File: src/rtl/mux2_rr_arbiter_pkg.sv
// Shared types for the two-way round-robin burst arbiter.
// State encoding, requester indices and watchdog width helper.
package mux_pkg;

  typedef enum logic {
    IDLE = 1'b0,
    LOCK = 1'b1
  } state_e;

  localparam logic REQ0 = 1'b0;
  localparam logic REQ1 = 1'b1;

  // A zero-length counter is illegal, so a disabled watchdog keeps one bit.
  function automatic int cnt_w(input int to);
    return (to > 0) ? $clog2(to + 1) : 1;
  endfunction

endpackage

File: src/rtl/mux2_rr_arbiter_if.sv
// Handshake bundle between two burst producers, the arbiter
// and the single downstream consumer.
interface mux2_rr_arbiter_if #(
  parameter int WIDTH = 8
);

  logic             in0_valid;
  logic [WIDTH-1:0] in0_data;
  logic             in0_last;
  logic             in0_ready;

  logic             in1_valid;
  logic [WIDTH-1:0] in1_data;
  logic             in1_last;
  logic             in1_ready;

  logic             out_valid;
  logic [WIDTH-1:0] out_data;
  logic             out_last;
  logic             out_src;
  logic             out_ready;

  logic             timeout_err;

  modport master (
    output in0_valid,
    output in0_data,
    output in0_last,
    input  in0_ready,
    output in1_valid,
    output in1_data,
    output in1_last,
    input  in1_ready,
    input  out_valid,
    input  out_data,
    input  out_last,
    input  out_src,
    output out_ready,
    input  timeout_err
  );

  modport slave (
    input  in0_valid,
    input  in0_data,
    input  in0_last,
    output in0_ready,
    input  in1_valid,
    input  in1_data,
    input  in1_last,
    output in1_ready,
    output out_valid,
    output out_data,
    output out_last,
    output out_src,
    input  out_ready,
    output timeout_err
  );

endinterface

File: src/rtl/mux2_rr_arbiter_path.sv
// Combinational 2:1 datapath mux for the {last, data} beat.
// Select low picks requester 0.
module mux2_path #(
  parameter int W = 9
) (
  input  logic         i_sel,
  input  logic [W-1:0] i_a,
  input  logic [W-1:0] i_b,
  output logic [W-1:0] o_y
);

  assign o_y = i_sel ? i_b : i_a;

endmodule

File: src/rtl/mux2_rr_arbiter.sv
// Two-requester round-robin burst arbiter with a registered
// output stage and an idle watchdog on the locked burst.
module mux2_rr_arbiter
  import mux_pkg::*;
#(
  parameter int WIDTH   = 8,
  parameter int TIMEOUT = 16
) (
  input logic              clk,
  input logic              rst_n,
  mux2_rr_arbiter_if.slave bus
);

  localparam int CW = cnt_w(TIMEOUT);
  localparam int TOP_I = (TIMEOUT > 0) ? TIMEOUT - 1 : 0;
  localparam logic [CW-1:0] CNT_TOP = CW'(TOP_I);

  state_e           r_state;
  state_e           w_state_nxt;
  logic             r_grant;
  logic             w_grant_nxt;
  logic             r_prio;
  logic             w_prio_nxt;
  logic [CW-1:0]    r_idle_cnt;
  logic [CW-1:0]    w_idle_cnt_nxt;

  logic             r_out_valid;
  logic [WIDTH-1:0] r_out_data;
  logic             r_out_last;
  logic             r_out_src;
  logic             r_timeout_err;

  logic             w_lock;
  logic             w_slot;
  logic             w_gnt_valid;
  logic             w_xfer;
  logic             w_expire;
  logic [WIDTH:0]   w_beat;

  mux2_path #(
    .W (WIDTH + 1)
  ) u_path (
    .i_sel (r_grant),
    .i_a   ({bus.in0_last, bus.in0_data}),
    .i_b   ({bus.in1_last, bus.in1_data}),
    .o_y   (w_beat)
  );

  // Ready depends only on registered state and out_ready.
  assign w_lock      = (r_state == LOCK);
  assign w_slot      = !r_out_valid || bus.out_ready;
  assign w_gnt_valid = r_grant ? bus.in1_valid
                               : bus.in0_valid;
  assign w_xfer      = w_lock && w_gnt_valid && w_slot;
  assign w_expire    = (TIMEOUT > 0) && w_lock &&
                       !w_gnt_valid &&
                       (r_idle_cnt == CNT_TOP);

  assign bus.in0_ready = w_lock && (r_grant == REQ0)
                         && w_slot;
  assign bus.in1_ready = w_lock && (r_grant == REQ1)
                         && w_slot;

  always_comb begin
    w_state_nxt    = r_state;
    w_grant_nxt    = r_grant;
    w_prio_nxt     = r_prio;
    w_idle_cnt_nxt = r_idle_cnt;
    unique case (r_state)
      IDLE: begin
        w_idle_cnt_nxt = '0;
        unique case (1'b1)
          bus.in0_valid && bus.in1_valid: begin
            w_grant_nxt = r_prio;
            w_state_nxt = LOCK;
          end
          bus.in0_valid && !bus.in1_valid: begin
            w_grant_nxt = REQ0;
            w_state_nxt = LOCK;
          end
          !bus.in0_valid && bus.in1_valid: begin
            w_grant_nxt = REQ1;
            w_state_nxt = LOCK;
          end
          default: ;
        endcase
      end
      LOCK: begin
        unique case (1'b1)
          w_xfer: begin
            w_idle_cnt_nxt = '0;
            if (w_beat[WIDTH]) begin
              w_state_nxt = IDLE;
              w_prio_nxt  = ~r_grant;
            end
          end
          w_expire: begin
            w_state_nxt    = IDLE;
            w_prio_nxt     = ~r_grant;
            w_idle_cnt_nxt = '0;
          end
          !w_gnt_valid && !w_expire: begin
            w_idle_cnt_nxt = (TIMEOUT > 0)
                           ? r_idle_cnt + 1'b1
                           : '0;
          end
          default: ;
        endcase
      end
      default: w_state_nxt = IDLE;
    endcase
  end

  always_ff @(posedge clk or negedge rst_n) begin
    if (!rst_n) begin
      r_state    <= IDLE;
      r_grant    <= REQ0;
      r_prio     <= REQ0;
      r_idle_cnt <= '0;
    end else begin
      r_state    <= w_state_nxt;
      r_grant    <= w_grant_nxt;
      r_prio     <= w_prio_nxt;
      r_idle_cnt <= w_idle_cnt_nxt;
    end
  end

  // A stalled beat holds every out_* field until it is taken.
  always_ff @(posedge clk or negedge rst_n) begin
    if (!rst_n) begin
      r_out_valid   <= 1'b0;
      r_out_data    <= '0;
      r_out_last    <= 1'b0;
      r_out_src     <= 1'b0;
      r_timeout_err <= 1'b0;
    end else begin
      r_timeout_err <= w_expire;
      if (w_xfer) begin
        r_out_valid <= 1'b1;
        r_out_data  <= w_beat[WIDTH-1:0];
        r_out_last  <= w_beat[WIDTH];
        r_out_src   <= r_grant;
      end else if (bus.out_ready) begin
        r_out_valid <= 1'b0;
      end
    end
  end

  assign bus.out_valid   = r_out_valid;
  assign bus.out_data    = r_out_data;
  assign bus.out_last    = r_out_last;
  assign bus.out_src     = r_out_src;
  assign bus.timeout_err = r_timeout_err;

endmodule

File: src/flat_wrapper.sv
// flat-port wrapper written by rule: the top's interface ports become plain ports
module mux2_rr_arbiter_flat import mux_pkg::*;
#(
  parameter int WIDTH   = 8,
  parameter int TIMEOUT = 16
)
  (clk, rst_n, bus_in0_valid, bus_in0_data, bus_in0_last, bus_in0_ready, bus_in1_valid, bus_in1_data, bus_in1_last, bus_in1_ready, bus_out_valid, bus_out_data, bus_out_last, bus_out_src, bus_out_ready, bus_timeout_err);
  mux2_rr_arbiter_if #(.WIDTH(WIDTH)) bus_i ();
  input logic clk;
  input logic rst_n;
  input wire logic [$bits(bus_i.in0_valid)-1:0] bus_in0_valid;
  input wire logic [$bits(bus_i.in0_data)-1:0] bus_in0_data;
  input wire logic [$bits(bus_i.in0_last)-1:0] bus_in0_last;
  output wire logic [$bits(bus_i.in0_ready)-1:0] bus_in0_ready;
  input wire logic [$bits(bus_i.in1_valid)-1:0] bus_in1_valid;
  input wire logic [$bits(bus_i.in1_data)-1:0] bus_in1_data;
  input wire logic [$bits(bus_i.in1_last)-1:0] bus_in1_last;
  output wire logic [$bits(bus_i.in1_ready)-1:0] bus_in1_ready;
  output wire logic [$bits(bus_i.out_valid)-1:0] bus_out_valid;
  output wire logic [$bits(bus_i.out_data)-1:0] bus_out_data;
  output wire logic [$bits(bus_i.out_last)-1:0] bus_out_last;
  output wire logic [$bits(bus_i.out_src)-1:0] bus_out_src;
  input wire logic [$bits(bus_i.out_ready)-1:0] bus_out_ready;
  output wire logic [$bits(bus_i.timeout_err)-1:0] bus_timeout_err;
  assign bus_i.in0_valid = bus_in0_valid;
  assign bus_i.in0_data = bus_in0_data;
  assign bus_i.in0_last = bus_in0_last;
  assign bus_in0_ready = bus_i.in0_ready;
  assign bus_i.in1_valid = bus_in1_valid;
  assign bus_i.in1_data = bus_in1_data;
  assign bus_i.in1_last = bus_in1_last;
  assign bus_in1_ready = bus_i.in1_ready;
  assign bus_out_valid = bus_i.out_valid;
  assign bus_out_data = bus_i.out_data;
  assign bus_out_last = bus_i.out_last;
  assign bus_out_src = bus_i.out_src;
  assign bus_i.out_ready = bus_out_ready;
  assign bus_timeout_err = bus_i.timeout_err;
  mux2_rr_arbiter #(.WIDTH(WIDTH), .TIMEOUT(TIMEOUT)) u_core (.clk(clk), .rst_n(rst_n), .bus(bus_i));
endmodule
File: config.mk
export PLATFORM = sky130hd
export DESIGN_NAME = mux2_rr_arbiter_flat
export DESIGN_NICKNAME = d
export VERILOG_FILES = /design/src/rtl/mux2_rr_arbiter_pkg.sv /design/src/rtl/mux2_rr_arbiter_if.sv /design/src/rtl/mux2_rr_arbiter_path.sv /design/src/rtl/mux2_rr_arbiter.sv /design/src/flat_wrapper.sv
export SDC_FILE = /design/constraint.sdc
export NUM_CORES = 1
export LEC_CHECK = 0
export BUFFER_PORTS_ARGS = -buffer_cell sky130_fd_sc_hd__buf_2
export CAP_MARGIN = 20
export CORE_MARGIN = 2
export CORE_UTILIZATION = 30
export DETAILED_ROUTE_END_ITERATION = 16
export HOLD_SLACK_MARGIN = 0.06
export PLACE_DENSITY = 0.54
export SLEW_MARGIN = 20
export SYNTH_ARGS = -nofsm -noshare
export SYNTH_HDL_FRONTEND = slang
export SYNTH_SLANG_ARGS = --single-unit
File: constraint.sdc
create_clock -name clk -period 1.6 [get_ports clk]
set_input_delay 0.16 -clock clk [delete_from_list [all_inputs] [get_ports clk]]
set_output_delay 0.16 -clock clk [all_outputs]
set_load 0.02 [all_outputs]
[After elaboration in Yosys (flattened, before gate mapping)]
Index checks and enable logic that the tools add are counted.
Storage, ports and cells
  logic and storage cells: 53
  register bits after elaboration: 20
  bits of input ports: 23
Cells by class
  add/sub/neg operators: 1
  bitwise gates (word level): 2
  reduce and logical (&&, ||, !) cells: 25
  equal/unequal tests: 3
  multiplexer cells: 13
Operators by type and width (count)
  $pmux 5 s2: 2
  $logic_and 1x1->1: 12
  $mux 9: 1
  $mux 1: 6
  $pmux 1 s2: 3
  $add 5x1->5 const B: 1
  $eq 5x4->1 const B: 1
  $logic_not 1->1: 5
  $reduce_bool 2->1: 2
  $ne 3x3->1 const B: 1
  $pmux 1 s3: 1
  $reduce_and 3->1: 1
  $reduce_bool 3->1: 1
  $reduce_or 3->1: 1
  $ne 2x2->1 const B: 1
  $not 1->1: 2
  $reduce_and 2->1: 1
  $reduce_or 2->1: 1
  $logic_or 1x1->1: 1

[Logic depth before layout (Yosys ltp)]
  word-level depth: 8
  depth in mapped cells: 6
  mapped depth without buffers: 6

[Cells and area by module]
From an unflattened synthesis, not the netlist that was laid out.
Second synthesis, totals
  cell total of the unflattened synthesis: 97
  area, all modules: 1122.3 sq um
By module, submodules not included
  mux2_rr_arbiter: area each 975.9 sq um, instances 1, sequential area each 500.5 sq um, cells each 87
  mux2_path: area each 146.4 sq um, instances 1, sequential area each 0.0 sq um, cells each 10

[Least setup slack after synthesis]
Ideal clock, no wire load.
  path type: register to register
  start: register u_core.r_idle_cnt[0]
  end: register u_core.r_idle_cnt[2]
  cell stages (with the launch flop): 7
  data required time: 1.536 ns
  setup slack: 0.080 ns
  period minus slack after synthesis: 1.520 ns
  library setup time: 0.064 ns
  path buffers: 0
  arrival: 1.456 ns
  cells stage by stage: dfrtp_1 -> ha_1 -> and3_1 -> ha_1 -> nand3b_1 -> nor3b_1 -> a21o_1
Between the ends
  cells in the longest elaborated chain, start to end: 6
Ends and longest elaborated chain
  start, declared: RTL line mux2_rr_arbiter.sv:24  | logic [CW-1:0] r_idle_cnt;
  start signal, assigned: RTL line mux2_rr_arbiter.sv:124  | r_idle_cnt <= w_idle_cnt_nxt;
  branches (longest 6 deep; another with $add 5x1->5)
Several ways; the timed one is not identified.
A chain may end at the register's enable or synchronous reset.

[Worst setup path after layout]
  start: register u_core.r_idle_cnt[0]
  end: register u_core.r_idle_cnt[4]
The elaborated chain is that of the path after synthesis.

==> impl_metrics.xml <==
<?xml version="1.0" encoding="UTF-8"?>
<metrics>
  <group name="detailed_routing">
    <metric name="drt_iter0_markers" unit="">22</metric>
    <metric name="overall_via_count_from_detail_route" unit="">815</metric>
    <metric name="routedWlPerCell" unit="um">11.9</metric>
    <metric name="vias_per_cell" unit="">4.41</metric>
    <metric name="postRouteAntennaNets" unit="">0</metric>
    <metric name="detail_route.first_pass.iterations" unit="">4</metric>
    <metric name="finalWirelength" unit="mm">2.20</metric>
    <metric name="drcViolationCount" unit="">0</metric>
  </group>
  <group name="clock_tree">
    <metric name="cts_tree" unit="">built</metric>
    <metric name="clock_tree.root_cell" unit="">sky130_fd_sc_hd__clkbuf_4</metric>
    <metric name="worst_setup_hold_path_clk_slew" unit="ns">0.12</metric>
    <metric name="clkLatencyLatePin" unit="ns">0.30</metric>
    <metric name="sink_count" unit="">20</metric>
    <metric name="cts_inserted_buffers" unit="">3</metric>
    <metric name="clock_tree.buffer_depth" unit="">2</metric>
    <metric name="cts-htree-levels" unit="">1</metric>
  </group>
  <group name="hold_path">
    <metric name="cell_depth_of_the_worst_min_delay_path" unit="">3</metric>
    <metric name="hp-start" unit="">bus_in1_data[3]</metric>
    <metric name="whs_endpoint" unit="">u_core.bus.out_data[3]</metric>
    <metric name="holdCritPathClass" unit="">in -&gt; reg</metric>
  </group>
  <group name="run_status">
    <metric name="outcome" unit="">finished, final reports clean</metric>
  </group>
  <group name="global_route">
    <metric name="first_global_vias" unit="">788</metric>
    <metric name="grt_util_met3" unit="%">4.86</metric>
    <metric name="grt_max_degree" unit="">21</metric>
    <metric name="global_route.usage.met1" unit="%">15.4</metric>
    <metric name="global_route_usage_over_all_layers" unit="%">11.5</metric>
    <metric name="grt_overflow_total" unit="">0</metric>
    <metric name="antenna_found_initial" unit="">0</metric>
    <metric name="grt_peak_use_layer" unit="">met2</metric>
    <metric name="globalRouteMet2Util" unit="%">18.1</metric>
    <metric name="first_pass_grt_wire_length" unit="mm">3.62</metric>
  </group>
  <group name="worst_setup_path">
    <metric name="r2r-end" unit="">u_core.r_idle_cnt[4]</metric>
    <metric name="worstSetupStartpointType" unit="">register</metric>
    <metric name="cp.required" unit="ns">1.83</metric>
    <metric name="setup.worst_path.class" unit="">reg -&gt; reg</metric>
    <metric name="worstPathMaxFanout" unit="">4</metric>
    <metric name="critical_path_arrival" unit="ns">1.81</metric>
    <metric name="reg2reg_depth" unit="">6</metric>
    <metric name="worst_r2r_startpoint" unit="">u_core.r_idle_cnt[0]</metric>
    <metric name="worst_setup_path_end_kind" unit="">register</metric>
    <metric name="crit_path_start" unit="">u_core.r_idle_cnt[0]</metric>
    <metric name="worst-r2r-setup-slack" unit="ns">0.03</metric>
  </group>
  <group name="cells_and_area">
    <metric name="final_cell_count_no_fill" unit="">185</metric>
    <metric name="final_nets" unit="">167</metric>
    <metric name="multi_input_area" unit="um^2">500</metric>
    <metric name="fillCellCount" unit="">338</metric>
    <metric name="layout-drive-gt1-share" unit="%">41.0</metric>
    <metric name="area_taken_by_flip_flops_and_latches" unit="um^2">500</metric>
    <metric name="num_antenna_cells" unit="">0</metric>
    <metric name="design_area" unit="um^2">1380</metric>
    <metric name="area_growth_syn_to_layout" unit="%">33.8</metric>
    <metric name="postLayoutCoreUtil" unit="%">41.6</metric>
  </group>
  <group name="place">
    <metric name="gp_routability_congestion" unit="">0.760</metric>
    <metric name="detailed_place.area" unit="um^2">1250</metric>
    <metric name="post-dp-hpwl" unit="mm">1.53</metric>
    <metric name="numPortBuffers" unit="">36</metric>
    <metric name="placement.setup.worst_slack" unit="ns">0.00497</metric>
    <metric name="place.detailed.instances" unit="">177</metric>
  </group>
  <group name="yosys">
    <metric name="mappedNetlistNets" unit="">124</metric>
    <metric name="synth_area_leaders" unit="">sky130_fd_sc_hd__dfrtp_1 49%, sky130_fd_sc_hd__mux2i_1 11%, sky130_fd_sc_hd__o21ai_0 6.3%</metric>
    <metric name="synth_largest_type_area_fraction" unit="%">48.7</metric>
    <metric name="postSynthRegisterBits" unit="">20</metric>
    <metric name="async_flop_share" unit="%">100</metric>
    <metric name="synth.cell_area" unit="um^2">1030</metric>
    <metric name="synth-edff-count" unit="">0</metric>
    <metric name="synth.avg_cell_area" unit="um^2">10.6</metric>
    <metric name="synth.lib_cells_used.distinct" unit="">26</metric>
    <metric name="yosys_warnings" unit="">0</metric>
    <metric name="synthMostInstantiatedCell" unit="">sky130_fd_sc_hd__dfrtp_1</metric>
    <metric name="post_synth_inst_count" unit="">97</metric>
    <metric name="yosysTopAreaCell" unit="">sky130_fd_sc_hd__dfrtp_1</metric>
    <metric name="synth-seq-area-share" unit="%">48.7</metric>
    <metric name="synth_top_cells_by_count" unit="">20 x sky130_fd_sc_hd__dfrtp_1, 14 x sky130_fd_sc_hd__nand2_1, 13 x sky130_fd_sc_hd__o21ai_0</metric>
    <metric name="dominantRegCellSynth" unit="">sky130_fd_sc_hd__dfrtp_1</metric>
  </group>
  <group name="timing">
    <metric name="number_of_pins_with_negative_max_slew_slack_in_the_final_report" unit="">0</metric>
    <metric name="fin_skew" unit="ns">0.00428</metric>
    <metric name="final-hold-violation-count" unit="">0</metric>
    <metric name="timing.final.crit_share" unit="%">98.4</metric>
    <metric name="max_clock_freq" unit="MHz">635</metric>
    <metric name="whs" unit="ns">0.135</metric>
    <metric name="finalSetupTns" unit="ns">0</metric>
    <metric name="fin_crit" unit="ns">1.57</metric>
    <metric name="final_critical_path_setup_slack" unit="ns">0.0254</metric>
    <metric name="worst_pin_slew" unit="ns">0.455</metric>
    <metric name="timing.final.setup_violations" unit="">0</metric>
    <metric name="maxSlewHeadroom" unit="%">69.7</metric>
  </group>
  <group name="power">
    <metric name="power.static_leakage" unit="nW">0.724</metric>
    <metric name="totalPowerFinal" unit="mW">2.43</metric>
    <metric name="cellPowerDensity" unit="nW/um^2">1770</metric>
    <metric name="worst_supply_voltage_drop_on_vdd" unit="V">0.000861</metric>
  </group>
  <group name="run">
    <metric name="maximum_capacitance_violations" unit="">0</metric>
  </group>
  <group name="floorplan">
    <metric name="starting_utilization_of_the_core_area" unit="%">31.1</metric>
    <metric name="area_enclosed_by_the_die_boundary" unit="um^2">3910</metric>
    <metric name="y_dimension_of_the_die" unit="um">62.6</metric>
    <metric name="die_w" unit="um">62.6</metric>
    <metric name="core-area" unit="um^2">3310</metric>
    <metric name="ios" unit="">37</metric>
    <metric name="core.rowCount" unit="">21</metric>
  </group>
</metrics>
-- repair_timing --
action,in CTS,in global routing
hold endpoints to repair,20,0
hold buffers,1,0
buffers inserted,1,2
resized for setup,0,13
pin swaps,0,3
setup endpoints to repair,3,8
-- per-layer routing --
layer	wire length, um	part of all wire (%)
met3	166	7.5
met1	967	44
met5	0	0
met2	1070	49
met4	0	0
-- flip-flops by register name, indices dropped and copies added, names as in the netlist --
name                    cells
u_core.bus.out_last         1
u_core.r_state              1
u_core.r_grant              1
u_core.r_prio               1
u_core.r_idle_cnt           5
u_core.bus.out_src          1
u_core.bus.out_data         8
u_core.bus.timeout_err      1
u_core.bus.out_valid        1
-- layout make-up --
cell class,instances,area share (%)
clock inverter,1,2.18
inverter,6,1.64
sequential,20,36.4
tap,46,4.18
multi-input combinational,66,36.4
clock buffer,3,1.64
timing repair buffer,43,17.6
-- kinds of logic (layout without fill, tap and decap cells) --
| group | after synthesis | after routing | synth area share (%) |
|---|---|---|---|
| xor gates and xnor gates | 1 | 1 | 0.852 |
| buffers and inverters | 11 | 53 | 5.72 |
| DFF | 20 | 20 | 48.7 |
| AOI/OAI and AO/OA | 21 | 21 | 12.2 |
| and+or+nand+nor | 28 | 28 | 14.8 |
| muxes | 12 | 12 | 12.9 |
| adders and majority gates | 4 | 4 | 4.87 |
-- power breakdown --
part           total, mW  switching (mW)  internal [mW]
sequential         0.856           0.152          0.704
combinational       1.16           0.667          0.490
clock              0.416           0.163          0.253
-- worst max path at each step --
stage	to	slack, ns
global route	u_core.r_idle_cnt[3]	-0.08
CTS	u_core.r_idle_cnt[3]	0.002
floorplan	u_core.r_idle_cnt[2]	0.08
finish	u_core.r_idle_cnt[4]	0.03
detailed placement	u_core.r_idle_cnt[3]	0.005
global placement	u_core.r_idle_cnt[3]	0.05
-- critical path, stage by stage, from the launching register on --
cell and delay, ns:
sky130_fd_sc_hd__dfrtp_1 0.43, sky130_fd_sc_hd__ha_4 0.17, sky130_fd_sc_hd__and3_1 0.18, sky130_fd_sc_hd__ha_2 0.17, sky130_fd_sc_hd__nand3b_1 0.24, sky130_fd_sc_hd__buf_6 0.19
sky130_fd_sc_hd__o21ai_1 0.12
-- cells in the final DEF (no fill, tap or decap), drive strengths merged, types with 2 or more instances in the layout --
cell	synthesis	layout
a21oi	3	3
and3	3	3
buf	4	42
clkbuf	1	3
dfrtp	20	20
ha	4	4
inv	6	6
mux2i	12	12
nand2	14	14
nand3	2	2
nand3b	2	2
nor2	4	4
o21ai	14	14
o21bai	2	2
(Power assumes the default switching activity.)
